$ cat src/rtl/matmul_engine.sv
// M x K by K x N matrix multiply controller with one pipelined MAC.
// Reads A/B row-major from sync memories, writes saturated R with backpressure.
module matmul_engine #(
  parameter int DW     = 8,
  parameter int M_ROWS = 2,
  parameter int K_DIM  = 2,
  parameter int N_COLS = 2,
  parameter int OUT_W  = 16,
  parameter int AW     = 8,
  parameter int SIGNED = 0
) (
  input  logic             clk,
  input  logic             rst,
  input  logic             start,
  output logic             busy,
  output logic             done,
  output logic             a_rd_en,
  output logic [AW-1:0]    a_rd_addr,
  input  logic [DW-1:0]    a_rd_data,
  output logic             b_rd_en,
  output logic [AW-1:0]    b_rd_addr,
  input  logic [DW-1:0]    b_rd_data,
  output logic             r_wr_en,
  output logic [AW-1:0]    r_wr_addr,
  output logic [OUT_W-1:0] r_wr_data,
  input  logic             r_wr_ready
);

  localparam int KB    = $clog2(K_DIM);
  localparam int ACC_W = 2*DW + KB + 1;
  localparam int PW    = 2*DW + 2;
  localparam int EW    = (ACC_W > PW) ? ACC_W : PW;

  localparam logic [AW-1:0] KD    = AW'(K_DIM);
  localparam logic [AW-1:0] ND    = AW'(N_COLS);
  localparam logic [AW-1:0] K_END = AW'(K_DIM - 1);
  localparam logic [AW-1:0] N_END = AW'(N_COLS - 1);
  localparam logic [AW-1:0] M_END = AW'(M_ROWS - 1);

  localparam logic [2:0] S_IDLE  = 3'd0;
  localparam logic [2:0] S_RUN   = 3'd1;
  localparam logic [2:0] S_DRAIN = 3'd2;
  localparam logic [2:0] S_WRITE = 3'd3;
  localparam logic [2:0] S_DONE  = 3'd4;

  logic [2:0]              state;
  logic [AW-1:0]           i;
  logic [AW-1:0]           j;
  logic [AW-1:0]           k;
  logic signed [ACC_W-1:0] acc;
  logic                    mac_v;
  logic signed [DW:0]      a_x;
  logic signed [DW:0]      b_x;
  logic signed [PW-1:0]    prod;
  logic signed [EW-1:0]    sum;
  logic [OUT_W-1:0]        sat;
  logic                    last_k;
  logic                    last_j;
  logic                    last_i;

  always_comb begin
    a_x = (SIGNED != 0) ? {a_rd_data[DW-1], a_rd_data}
                        : {1'b0, a_rd_data};
    b_x = (SIGNED != 0) ? {b_rd_data[DW-1], b_rd_data}
                        : {1'b0, b_rd_data};
    prod = a_x * b_x;
    sum  = EW'(acc) + EW'(prod);
  end

  assign last_k = (k == K_END);
  assign last_j = (j == N_END);
  assign last_i = (i == M_END);

  // Clamp only when the accumulator is wider than the result word
  if (ACC_W > OUT_W) begin : g_sat
    if (SIGNED != 0) begin : g_s
      localparam int HW = ACC_W - OUT_W + 1;
      always_comb begin
        if (acc[ACC_W-1:OUT_W-1] == {HW{acc[ACC_W-1]}})
          sat = acc[OUT_W-1:0];
        else
          sat = {acc[ACC_W-1], {(OUT_W-1){~acc[ACC_W-1]}}};
      end
    end else begin : g_u
      always_comb begin
        if (|acc[ACC_W-1:OUT_W])
          sat = '1;
        else
          sat = acc[OUT_W-1:0];
      end
    end
  end else begin : g_pass
    assign sat = OUT_W'(acc);
  end

  assign busy      = (state == S_RUN) || (state == S_DRAIN) ||
                     (state == S_WRITE);
  assign done      = (state == S_DONE);
  assign a_rd_en   = (state == S_RUN);
  assign b_rd_en   = (state == S_RUN);
  assign a_rd_addr = i * KD + k;
  assign b_rd_addr = k * ND + j;
  assign r_wr_en   = (state == S_WRITE);
  assign r_wr_addr = i * ND + j;
  assign r_wr_data = sat;

  always_ff @(posedge clk or negedge rst) begin
    if (!rst) begin
      state <= S_IDLE;
      i     <= '0;
      j     <= '0;
      k     <= '0;
      acc   <= '0;
      mac_v <= 1'b0;
    end else begin
      // Read data lands one cycle after the strobe; add it then
      mac_v <= (state == S_RUN);
      if (mac_v)
        acc <= sum[ACC_W-1:0];
      unique case (state)
        S_IDLE: begin
          if (start) begin
            state <= S_RUN;
            i     <= '0;
            j     <= '0;
            k     <= '0;
            acc   <= '0;
          end
        end
        S_RUN: begin
          if (last_k)
            state <= S_DRAIN;
          else
            k <= k + 1'b1;
        end
        S_DRAIN: state <= S_WRITE;
        S_WRITE: begin
          if (r_wr_ready) begin
            acc <= '0;
            k   <= '0;
            if (last_j) begin
              j <= '0;
              i <= last_i ? '0 : i + 1'b1;
            end else begin
              j <= j + 1'b1;
            end
            state <= (last_i && last_j) ? S_DONE : S_RUN;
          end
        end
        S_DONE:  state <= S_IDLE;
        default: state <= S_IDLE;
      endcase
    end
  end

endmodule

$ cat config.mk
export PLATFORM = sky130hd
export DESIGN_NAME = matmul_engine
export DESIGN_NICKNAME = d
export VERILOG_FILES = /design/src/rtl/matmul_engine.sv
export SDC_FILE = /design/constraint.sdc
export NUM_CORES = 1
export LEC_CHECK = 0
export CORE_MARGIN = 5
export CORE_UTILIZATION = 62
export DETAILED_ROUTE_END_ITERATION = 16
export GPL_TIMING_DRIVEN = 0
export MAX_ROUTING_LAYER = met4
export PLACE_DENSITY = 0.85
export SLEW_MARGIN = 20
export SYNTH_ARGS = -nofsm -noshare
export SYNTH_HDL_FRONTEND = slang
export SYNTH_SLANG_ARGS = --single-unit
$ cat constraint.sdc
create_clock -name clk -period 5 [get_ports clk]
set_input_delay 1.5 -clock clk [delete_from_list [all_inputs] [get_ports clk]]
set_output_delay 1.5 -clock clk [all_outputs]
set_load 0.05 [all_outputs]
==> results.toml <==
[layout]
design_area_mm2 = 0.00761
syn2layout_area_growth_pct = 28.3
nets = 911
antenna_cells = 0
final_core_util = 0.820
final_cells = 905
drive_gt1_frac = 0.189

[synth]
synth_cells = 687
yosysTopAreaCell = "dfrtp_1"
synthesis.area_mm2 = 0.00593
synth_enable_flop_cells = 0
yosysWarningCount = 0
synth_flop_cell = "dfrtp_1"
synth_seq_cells = 46
avgSynthCellArea_um2 = 8.63
ys_seq_area_frac = 0.194
yosysTopAreaCellShare = 0.194
synth_common_cells = "inv_1, ha_1, and2_1"
synth_area_leaders = "dfrtp_1, ha_1, fa_1"
async_flop_share = 1.00
ys_types = 66
synth.most_common_cell = "inv_1"
syn-num-nets = 823

[clocking]
numCtsBuffers = 5
clk_latency_ns = 0.31
ctsHtreeMaxLevel = 2
cts_tree = "yes"
cts_sinks = 46
path_clk_slew_ns = 0.10
root_buffer = "clkbuf_8"
clockBufferDepth = 2

[timing]
fin_crit_ns = 6.12
fin_crit_sh = 1.22
fin_ws_ns = -1.12
slew_viol_final = 0
setup_viol = 11
worst_slew_pin_slew_ns = 0.737
max_freq_mhz = 163
relSlewSlack = 0.508
hold_slack_ns = 0.567
fin_skew_ns = 0.0127
final_hold_viol_count = 0
rsz0062_at_grt = "yes"

[setup_path]
slowest_stage = "fa_1"
critical_path.max_fanout = 7
cp_cell_sequence = "buf_12, nand2_4, fa_1, fa_1, inv_2, fa_1, inv_1, fa_1, inv_2, ha_4, nand2_2, o21ai_2, or4_4, a311oi_4, xnor2_2, ha_4, or2_4, a211oi_2, a21oi_1, o211ai_1, mux2i_1"
cp-end-kind = "register"
start_kind = "input pin"
worstPathArrival_ns = 6.35
crit_top_cell = "fa_1"
criticalPathCategory = "in -> reg"
critical_path.max_stage_delay_ns = 0.54
required_ns = 5.23

[floorplanning]
die_y_um = 108
ios = 65
rows = 35
chipWidth_um = 108
core_mm2 = 0.00928
start_util = 0.639
dieArea_mm2 = 0.0116

[hold_path]
hp-class = "reg -> reg"

[outcome]
violations = "setup timing"
status = "finished with violations"

[place]
hpwl_um = 12200
placed_cells = 881
dpl_cell_area_mm2 = 0.00692
io_buffers = 64
gp_congestion = 0.926

[routing]
drt-pass1-iter-count = 5
drtIter0Drc = 307
postRouteAntennaNets = 0
routed_wl_um = 16600
drc = 0
wl_per_cell_um = 18.4
via_count = 5471
viasPerCell = 6.05

[run]
max_cap_violations = 0

[global_route]
grt_pass1_wl_um = 27400
grt.overflow.total = 0
grt.total_usage = 0.302
grt_max_degree = 26
antenna_found_initial = 0
grt_pass1_vias = 5711
==> critical path: cells and delay by family <==
kind	cells	cell delay, ns
AOI/OAI and AO/OA	5	0.88
xor gates and xnor gates	1	0.16
adders and majority gates	6	2.44
buffers and inverters	4	0.22
muxes	1	0.21
and+or+nand+nor	4	0.94
==> flip-flops by register name (all words and copies together) (netlist names) <==
name,flops
acc,18
i,8
j,8
k,8
mac_v,1
state,3
==> stage by stage <==
stage,setup WS [ns],TNS [ns]
4_1_cts,-1.08,-8.35
6_report,-1.12,-8.50
3_5_place_dp,-2.16,-21.80
3_3_place_gp,-2.13,-20.80
2_1_floorplan,-1.04,-7.82
5_1_grt,-1.28,-10.20
==> cell usage in the layout, fill, tap and decap left out, types with 5 or more instances in the layout <==
master and count:
a21oi_4 6, mux2i_1 6, ha_1 63, inv_1 79
o21a_1 11, xnor2_1 25, xnor2_2 5, buf_4 21
and3_1 7, nor2_1 37, nand3_1 9, xor2_1 10
nand4_1 5, buf_12 5, nand2_1 40, o21ai_0 28
clkbuf_1 8, nand2b_1 8, ha_4 10, and2_1 48
and2_4 7, a21o_1 8, dfrtp_1 46, nor2b_1 7
fa_1 37, clkdlybuf4s50_1 47, or3_1 22, a21oi_1 24
nor3_1 8, a21oi_2 8, buf_6 5, clkbuf_8 5
nand2_2 7
==> routing by layer <==
metal	GRT usage	wire, um
met5	-	0
met4	0.0857	236
met2	0.492	8160
met3	0.0528	1220
met1	0.388	7020
==> cell type report <==
class | count | area, um^2
plain buffers | 16 | 85.1
clock buffers | 5 | 68.8
clock inverters | 3 | 43.8
fillers | 581 | 1670
inverters | 84 | 315
multi-input cells | 541 | 4950
flip-flops and latches | 46 | 1150
well taps | 129 | 161
repair buffers | 81 | 836
==> path summary, 6_finish.rpt <==
kind / from / endpoint / slack (ns) / cells after the start
setup / recovery: a_rd_data[4] / acc[17] / -1.12 / 21
setup reg to reg: acc[0] / acc[14] / 2.54 / 10
hold reg to reg: acc[3] / acc[3] / 0.57 / 2
min in group asynchronous: rst / k[1] / 1.20 / 1
max in group asynchronous: rst / j[6] / 3.27 / 2
hold / removal: acc[3] / acc[3] / 0.57 / 2
==> cells by family after synthesis <==
kind of cell | synth area share
AOI/OAI and AO/OA | 0.155
xor gates and xnor gates | 0.0591
adders and majority gates | 0.295
buffers and inverters | 0.0675
DFF | 0.194
muxes | 0.0101
and+or+nand+nor | 0.219
==> what timing repair did <==
action                     CTS  global route
setup buffers               10             6
hold buffers                 0             0
pin swaps                   39            22
resized for setup          138            43
setup endpoints to repair   14            13
Power is left out: the tool's default activity adds up to more than one toggle a clock period on the data nets, which glitch-free logic cannot reach.
